**src/rtl/axis_pkg_deserializer_if.sv**
```systemverilog
// Bundles the AXI4-Stream slave beat side and the package handoff side of the
// package deserializer; the slave modport is the deserializer's view.
interface axis_pkg_deserializer_if #(
    parameter int C_S_AXIS_TDATA_WIDTH = 32,
    parameter int PACKAGE_WIDTH        = 1600
);
    logic [C_S_AXIS_TDATA_WIDTH-1:0]   s_axis_tdata;
    logic [C_S_AXIS_TDATA_WIDTH/8-1:0] s_axis_tstrb;
    logic                              s_axis_tlast;
    logic                              s_axis_tvalid;
    logic                              s_axis_tready;
    logic [PACKAGE_WIDTH-1:0]          pkg_data_o;
    logic                              pkg_valid_o;
    logic                              pkg_ready_i;
    logic                              pkg_last_err_o;
    logic                              short_err_o;

    modport master (
        output s_axis_tdata, s_axis_tstrb, s_axis_tlast, s_axis_tvalid, pkg_ready_i,
        input  s_axis_tready, pkg_data_o, pkg_valid_o, pkg_last_err_o, short_err_o
    );

    modport slave (
        input  s_axis_tdata, s_axis_tstrb, s_axis_tlast, s_axis_tvalid, pkg_ready_i,
        output s_axis_tready, pkg_data_o, pkg_valid_o, pkg_last_err_o, short_err_o
    );
endinterface

```
**src/rtl/axis_pkg_deserializer.sv**
```systemverilog
// Collects NUM stream beats into one wide package (beat 0 in the LSBs), holds it
// until the consumer takes it, and drops short packages or drains overlong ones.
module axis_pkg_deserializer #(
    parameter int C_S_AXIS_TDATA_WIDTH = 32,
    parameter int NUM                  = 50,
    parameter int PACKAGE_WIDTH        = 1600
) (
    input  logic                  clk_i,
    input  logic                  reset_i,
    axis_pkg_deserializer_if.slave bus
);
    localparam int CNT_W = (NUM > 1) ? $clog2(NUM) : 1;
    localparam logic [CNT_W-1:0] LAST_BEAT = CNT_W'(NUM - 1);

    typedef enum logic [1:0] {
        COLLECT,
        HOLD,
        DRAIN
    } state_t;

    state_t                   r_state;
    state_t                   w_state_next;
    logic [CNT_W-1:0]         r_cnt;
    logic [PACKAGE_WIDTH-1:0] r_data;
    logic                     r_pkg_valid;
    logic                     r_last_err;
    logic                     r_short_err;
    logic                     w_tready;
    logic                     w_xfer;
    logic                     w_pkg_hs;
    logic                     w_unused_tstrb;

    // tready depends on the registered state only, never on pkg_ready_i.
    assign w_tready       = (r_state != HOLD);
    assign w_xfer         = bus.s_axis_tvalid && w_tready;
    assign w_pkg_hs       = r_pkg_valid && bus.pkg_ready_i;
    assign w_unused_tstrb = ^bus.s_axis_tstrb;

    always_ff @(posedge clk_i) begin
        if (reset_i) r_state <= COLLECT;
        else         r_state <= w_state_next;
    end

    // NOTE: the default assignment first keeps every path covered, so no latch is inferred.
    always_comb begin
        w_state_next = r_state;
        case (r_state)
            COLLECT: if (w_xfer && r_cnt == LAST_BEAT) w_state_next = HOLD;
            HOLD:    if (w_pkg_hs) w_state_next = r_last_err ? DRAIN : COLLECT;
            DRAIN:   if (w_xfer && bus.s_axis_tlast) w_state_next = COLLECT;
            default: w_state_next = COLLECT;
        endcase
    end

    // NOTE: non-blocking assignments so every register here samples pre-edge values.
    always_ff @(posedge clk_i) begin
        if (reset_i) begin
            r_cnt       <= '0;
            r_pkg_valid <= 1'b0;
            r_last_err  <= 1'b0;
            r_short_err <= 1'b0;
            // NOTE: the wide package register is reset too, so no held data survives a reset.
            r_data      <= '0;
        end else begin
            r_short_err <= 1'b0;
            if (r_state == COLLECT && w_xfer) begin
                r_data[int'(r_cnt)*C_S_AXIS_TDATA_WIDTH +: C_S_AXIS_TDATA_WIDTH] <= bus.s_axis_tdata;
                if (r_cnt == LAST_BEAT) begin
                    r_cnt       <= '0;
                    r_pkg_valid <= 1'b1;
                    r_last_err  <= ~bus.s_axis_tlast;
                end else if (bus.s_axis_tlast) begin
                    r_cnt       <= '0;
                    r_short_err <= 1'b1;
                end else begin
                    r_cnt <= r_cnt + 1'b1;
                end
            end
            if (r_state == HOLD && w_pkg_hs) r_pkg_valid <= 1'b0;
        end
    end

    assign bus.s_axis_tready  = w_tready;
    assign bus.pkg_data_o     = r_data;
    assign bus.pkg_valid_o    = r_pkg_valid;
    assign bus.pkg_last_err_o = r_last_err;
    assign bus.short_err_o    = r_short_err;
endmodule

```
**src/flat_wrapper.sv**
```systemverilog
// flat-port wrapper written by rule: the top's interface ports become plain ports
module axis_pkg_deserializer_flat 
#(
    parameter int C_S_AXIS_TDATA_WIDTH = 32,
    parameter int NUM                  = 50,
    parameter int PACKAGE_WIDTH        = 1600
)
  (clk_i, reset_i, bus_s_axis_tdata, bus_s_axis_tstrb, bus_s_axis_tlast, bus_s_axis_tvalid, bus_pkg_ready_i, bus_s_axis_tready, bus_pkg_data_o, bus_pkg_valid_o, bus_pkg_last_err_o, bus_short_err_o);
  axis_pkg_deserializer_if #(.C_S_AXIS_TDATA_WIDTH(C_S_AXIS_TDATA_WIDTH), .PACKAGE_WIDTH(PACKAGE_WIDTH)) bus_i ();
  input  logic clk_i;
  input  logic reset_i;
  input wire logic [$bits(bus_i.s_axis_tdata)-1:0] bus_s_axis_tdata;
  input wire logic [$bits(bus_i.s_axis_tstrb)-1:0] bus_s_axis_tstrb;
  input wire logic [$bits(bus_i.s_axis_tlast)-1:0] bus_s_axis_tlast;
  input wire logic [$bits(bus_i.s_axis_tvalid)-1:0] bus_s_axis_tvalid;
  input wire logic [$bits(bus_i.pkg_ready_i)-1:0] bus_pkg_ready_i;
  output wire logic [$bits(bus_i.s_axis_tready)-1:0] bus_s_axis_tready;
  output wire logic [$bits(bus_i.pkg_data_o)-1:0] bus_pkg_data_o;
  output wire logic [$bits(bus_i.pkg_valid_o)-1:0] bus_pkg_valid_o;
  output wire logic [$bits(bus_i.pkg_last_err_o)-1:0] bus_pkg_last_err_o;
  output wire logic [$bits(bus_i.short_err_o)-1:0] bus_short_err_o;
  assign bus_i.s_axis_tdata = bus_s_axis_tdata;
  assign bus_i.s_axis_tstrb = bus_s_axis_tstrb;
  assign bus_i.s_axis_tlast = bus_s_axis_tlast;
  assign bus_i.s_axis_tvalid = bus_s_axis_tvalid;
  assign bus_i.pkg_ready_i = bus_pkg_ready_i;
  assign bus_s_axis_tready = bus_i.s_axis_tready;
  assign bus_pkg_data_o = bus_i.pkg_data_o;
  assign bus_pkg_valid_o = bus_i.pkg_valid_o;
  assign bus_pkg_last_err_o = bus_i.pkg_last_err_o;
  assign bus_short_err_o = bus_i.short_err_o;
  axis_pkg_deserializer #(.C_S_AXIS_TDATA_WIDTH(C_S_AXIS_TDATA_WIDTH), .NUM(NUM), .PACKAGE_WIDTH(PACKAGE_WIDTH)) u_core (.clk_i(clk_i), .reset_i(reset_i), .bus(bus_i));
endmodule
```
**config.mk**
```make
export PLATFORM = sky130hd
export DESIGN_NAME = axis_pkg_deserializer_flat
export DESIGN_NICKNAME = d
export VERILOG_FILES = /design/src/rtl/axis_pkg_deserializer_if.sv /design/src/rtl/axis_pkg_deserializer.sv /design/src/flat_wrapper.sv
export SDC_FILE = /design/constraint.sdc
export NUM_CORES = 2
export LEC_CHECK = 0
export ABC_CLOCK_PERIOD_IN_PS = 3120
export CAP_MARGIN = 0
export CORE_AREA = 2 2 640 642
export CTS_CLUSTER_SIZE = 12
export DETAILED_ROUTE_END_ITERATION = 10
export DIE_AREA = 0 0 642 644
export PLACE_DENSITY_LB_ADDON = 0.15
export SLEW_MARGIN = 5
export SYNTH_ARGS = -nofsm -noshare
export SYNTH_HDL_FRONTEND = slang
export SYNTH_SLANG_ARGS = --single-unit
```
**constraint.sdc**
```tcl
create_clock -name clk_i -period 3.12 [get_ports clk_i]
set_input_delay 0.312 -clock clk_i [delete_from_list [all_inputs] [get_ports clk_i]]
set_output_delay 0.312 -clock clk_i [all_outputs]
set_load 0.005 [all_outputs]
```
==> flow_summary.json <==
{
  "status": "finished with violations",
  "p_clk_frac": 0.522,
  "violations": "setup timing",
  "grt_pass1_wl_mm": 573,
  "sw_frac_of_total": 0.260,
  "worstPathMaxFanout": 63,
  "powerDensity_nw_per_um2": 519,
  "cts_made_buffers": 209,
  "cp.depth": 9,
  "die_area_sq_um": 413000,
  "fin_cells": 14200,
  "crit_chain": "or3_4 -> nor3_2 -> ha_1 -> or4b_4 -> a21o_1 -> or4_4 -> buf_12 -> nand3_1 -> o21ai_1",
  "fin_crit_ps": 3130,
  "tns_ps": -10.3,
  "cp_slowest_cell": "or4b_4",
  "slew_headroom": 0.178,
  "synth_fp_nets": 7149,
  "fillers": 44300,
  "sequentialPowerShare": 0.420,
  "die_x_um": 642,
  "synth_seq_area_share": 0.525,
  "synth_compound_gate_area_share": 0.128,
  "hold_viol": 0,
  "layout-drive-gt1-share": 0.110,
  "r2r_end": "u_core.bus.pkg_data_o[1450]",
  "area.growth.synth_to_final_pct": 53.7,
  "antenna_found_initial": 50,
  "whs_path_depth": 3,
  "dr.pass1.iters": 5,
  "synth_top_family_by_area": "simple AND/OR/NAND/NOR gates",
  "clock-sinks": 1611,
  "postPlaceCellArea_sq_um": 86300,
  "rrSetupSlack_ps": -10,
  "layout_common_cells": "dfxtp_1, clkdlybuf4s50_1, nand2_1",
  "critical_path.top_delay_family": "simple AND/OR/NAND/NOR gates",
  "hold_path_startpoint": "bus_s_axis_tdata[14]",
  "ys_ff_latch": 1611,
  "worst-path-buf-inv": 1,
  "rsz0062_at_grt": "true",
  "ioPinCount": 1645,
  "layout.nets": 8594,
  "avgSynthCellArea_sq_um": 8.65,
  "cts.reportedPaths.clkPinSlew_ps": 60,
  "cp.arrival_ps": 3900,
  "hold-path-endpoint": "u_core.bus.pkg_data_o[1102]",
  "muxShareOfSynthArea": 0.0598,
  "clockBufferDepth": 4,
  "overflow": 0,
  "grt_usage": 0.202,
  "die_h_um": 644,
  "hold_class": "primary input to flop",
  "post-route-period-util": 1.00,
  "tritoncts": "built",
  "fp.coreArea_sq_um": 408000,
  "power_leakage_nw": 31.8,
  "ys.flop_type": "dfxtp_1",
  "p_int_mw": 36.3,
  "cp-end-kind": "flop",
  "drtAntennaViolNets": 0,
  "fin_area_sq_um": 94400,
  "drtIter0Drc": 4628,
  "yosys_warnings": 0,
  "num_vias": 61400,
  "port_buffers": 1640,
  "slew_violations": 0,
  "start_util": 0.151,
  "maxCapViolCount": 0,
  "dp_cells": 13700,
  "synthArstFlopShare": 0,
  "synth-xor-area-share": 0.00167,
  "rr_startpoint": "u_core.r_cnt[0]",
  "clockRootBuffer": "clkbuf_16",
  "gp_congestion": 0.803,
  "r2r_cells": 9,
  "drc": 0,
  "dpl_worst_slack_ps": -137,
  "wl_mm": 440,
  "h-tree-depth": 4,
  "synthCells": 7104,
  "path_class": "flop to flop",
  "p_comb_frac": 0.058,
  "clock.fmax_mhz": 319,
  "std_cell_rows": 235,
  "finalSetupViolations": 1,
  "synthSimpleGateAreaFrac": 0.226,
  "final_common_cell": "dfxtp_1",
  "cp-start-kind": "flop",
  "slowest_delay_ps": 530,
  "dp_hpwl_mm": 303,
  "final.setup.worst_slack_ps": -10.3,
  "synth_cell_type_count": 75,
  "syn_area_sq_um": 61400,
  "finClkSkew_ps": 42.6,
  "synth_fa_ha_area_frac": 0.000815,
  "crit_required_ps": 3890,
  "routedWlPerCell_um": 31.0,
  "ir_drop_v": 0.000428,
  "grt_pass1_vias": 59300,
  "worst_pin_slew_ps": 1230,
  "grt_start_max_net_pins": 186,
  "synth_edf_count": 0,
  "vias_per_cell": 4.33,
  "clkLatencyLatePin_ps": 930,
  "p_switching_mw": 12.8
}
through the flow:
step | hold WS, ps | total power, mW | util
after floorplan | 408 | 22.1 | -
after global placement | 438 | 23.9 | 0.212
after detailed placement | 442 | 23.9 | 0.212
after CTS | 2.45 | 49.9 | 0.231
after global routing | 28.0 | 50.7 | 0.232
final | 46.9 | 49.0 | 0.232
cell usage after synthesis, drive strengths merged (3+ instances only):
| master | instances | area [sq um] |
|---|---|---|
| or4 | 3 | 22.5 |
| clkbuf | 605 | 2270 |
| a2111oi | 3 | 70.1 |
| a21oi | 656 | 3280 |
| inv | 6 | 22.5 |
| nand2 | 1260 | 4740 |
| o211ai | 95 | 713 |
| nor4 | 22 | 323 |
| nand2b | 10 | 62.6 |
| nand3b | 3 | 22.5 |
| o21ai | 542 | 2710 |
| mux2i | 366 | 3660 |
| nor2b | 5 | 31.3 |
| o22ai | 3 | 25.0 |
| and2 | 36 | 225 |
| nand4 | 468 | 2930 |
| a31o | 88 | 771 |
| a211oi | 12 | 125 |
| buf | 223 | 1260 |
| nand3 | 792 | 4020 |
| ha | 4 | 50.1 |
| xnor2 | 4 | 50.1 |
| dfxtp | 1611 | 32300 |
| or3 | 33 | 206 |
| xor2 | 6 | 52.6 |
| nor2 | 95 | 392 |
| nor3 | 31 | 188 |
| and3 | 27 | 169 |
| nor3b | 68 | 515 |
tightest hold or removal path, cell delays in order:
cell and delay [ps]:
buf_4 280, nand3_1 200, mux2i_1 80
registers in the layout, summed over array words and instances (netlist names):
register,count
u_core.bus.pkg_data_o,1600
u_core.bus.short_err_o,1
u_core.r_cnt,6
u_core.bus.pkg_last_err_o,1
u_core.bus.pkg_valid_o,1
u_core.r_state,2
timing repair:
item,CTS,global route
resized for setup,11,39
endpoints found under the hold margin,193,0
hold buffers,29,0
pin swaps,8,14
setup endpoints to repair,358,729
buffers inserted,10,6
cloned,6,6
metal layers:
layer | GRT usage | up-vias | share of wire
met1 | 0.230 | 30800 | 0.39
met5 | 0 | - | 0.00010
li1 | - | 27800 | -
met3 | 0.0499 | 544 | 0.065
met4 | 0.0837 | 6 | 0.048
met2 | 0.357 | 2145 | 0.50
cells by family after synthesis:
logic type,count (synthesis)
simple gates,2860
flops,1611
compound gates,1418
buf+inv,834
mux,367
xor+xnor,10
fa+ha+maj,4
layout make-up:
class	count	area, sq um	area share
flip-flops and latches	1611	32300	0.342
multi-input cells	4659	26200	0.278
repair buffers	2062	22000	0.233
well taps	5451	6820	0.0723
clock buffers	315	6250	0.0662
clock inverters	62	831	0.00880
diodes	13	32.5	0.000345
inverters	6	30.0	0.000318
power groups by stage:
stage	clock network [mW]	logic [mW]	registers, mW
2_1_floorplan	0	1.02	21.1
4_1_cts	26.4	2.92	20.6
3_5_place_dp	0	2.88	21.1
6_report	25.6	2.84	20.6
5_1_grt	27.1	2.96	20.6
3_3_place_gp	0	2.87	21.1
worst max path at each step:
stage | startpoint | to | slack (ps)
after floorplan | u_core.r_cnt[0] | u_core.bus.pkg_data_o[1454] | -70
after global placement | u_core.r_cnt[0] | u_core.bus.pkg_data_o[238] | -110
after detailed placement | u_core.r_cnt[0] | u_core.bus.pkg_data_o[238] | -140
after CTS | u_core.r_cnt[0] | u_core.bus.pkg_data_o[1068] | 4
after global routing | u_core.r_cnt[0] | u_core.bus.pkg_data_o[1370] | -80
final | u_core.r_cnt[0] | u_core.bus.pkg_data_o[1450] | -10
No activity file was read; power rests on OpenSTA's default activity.
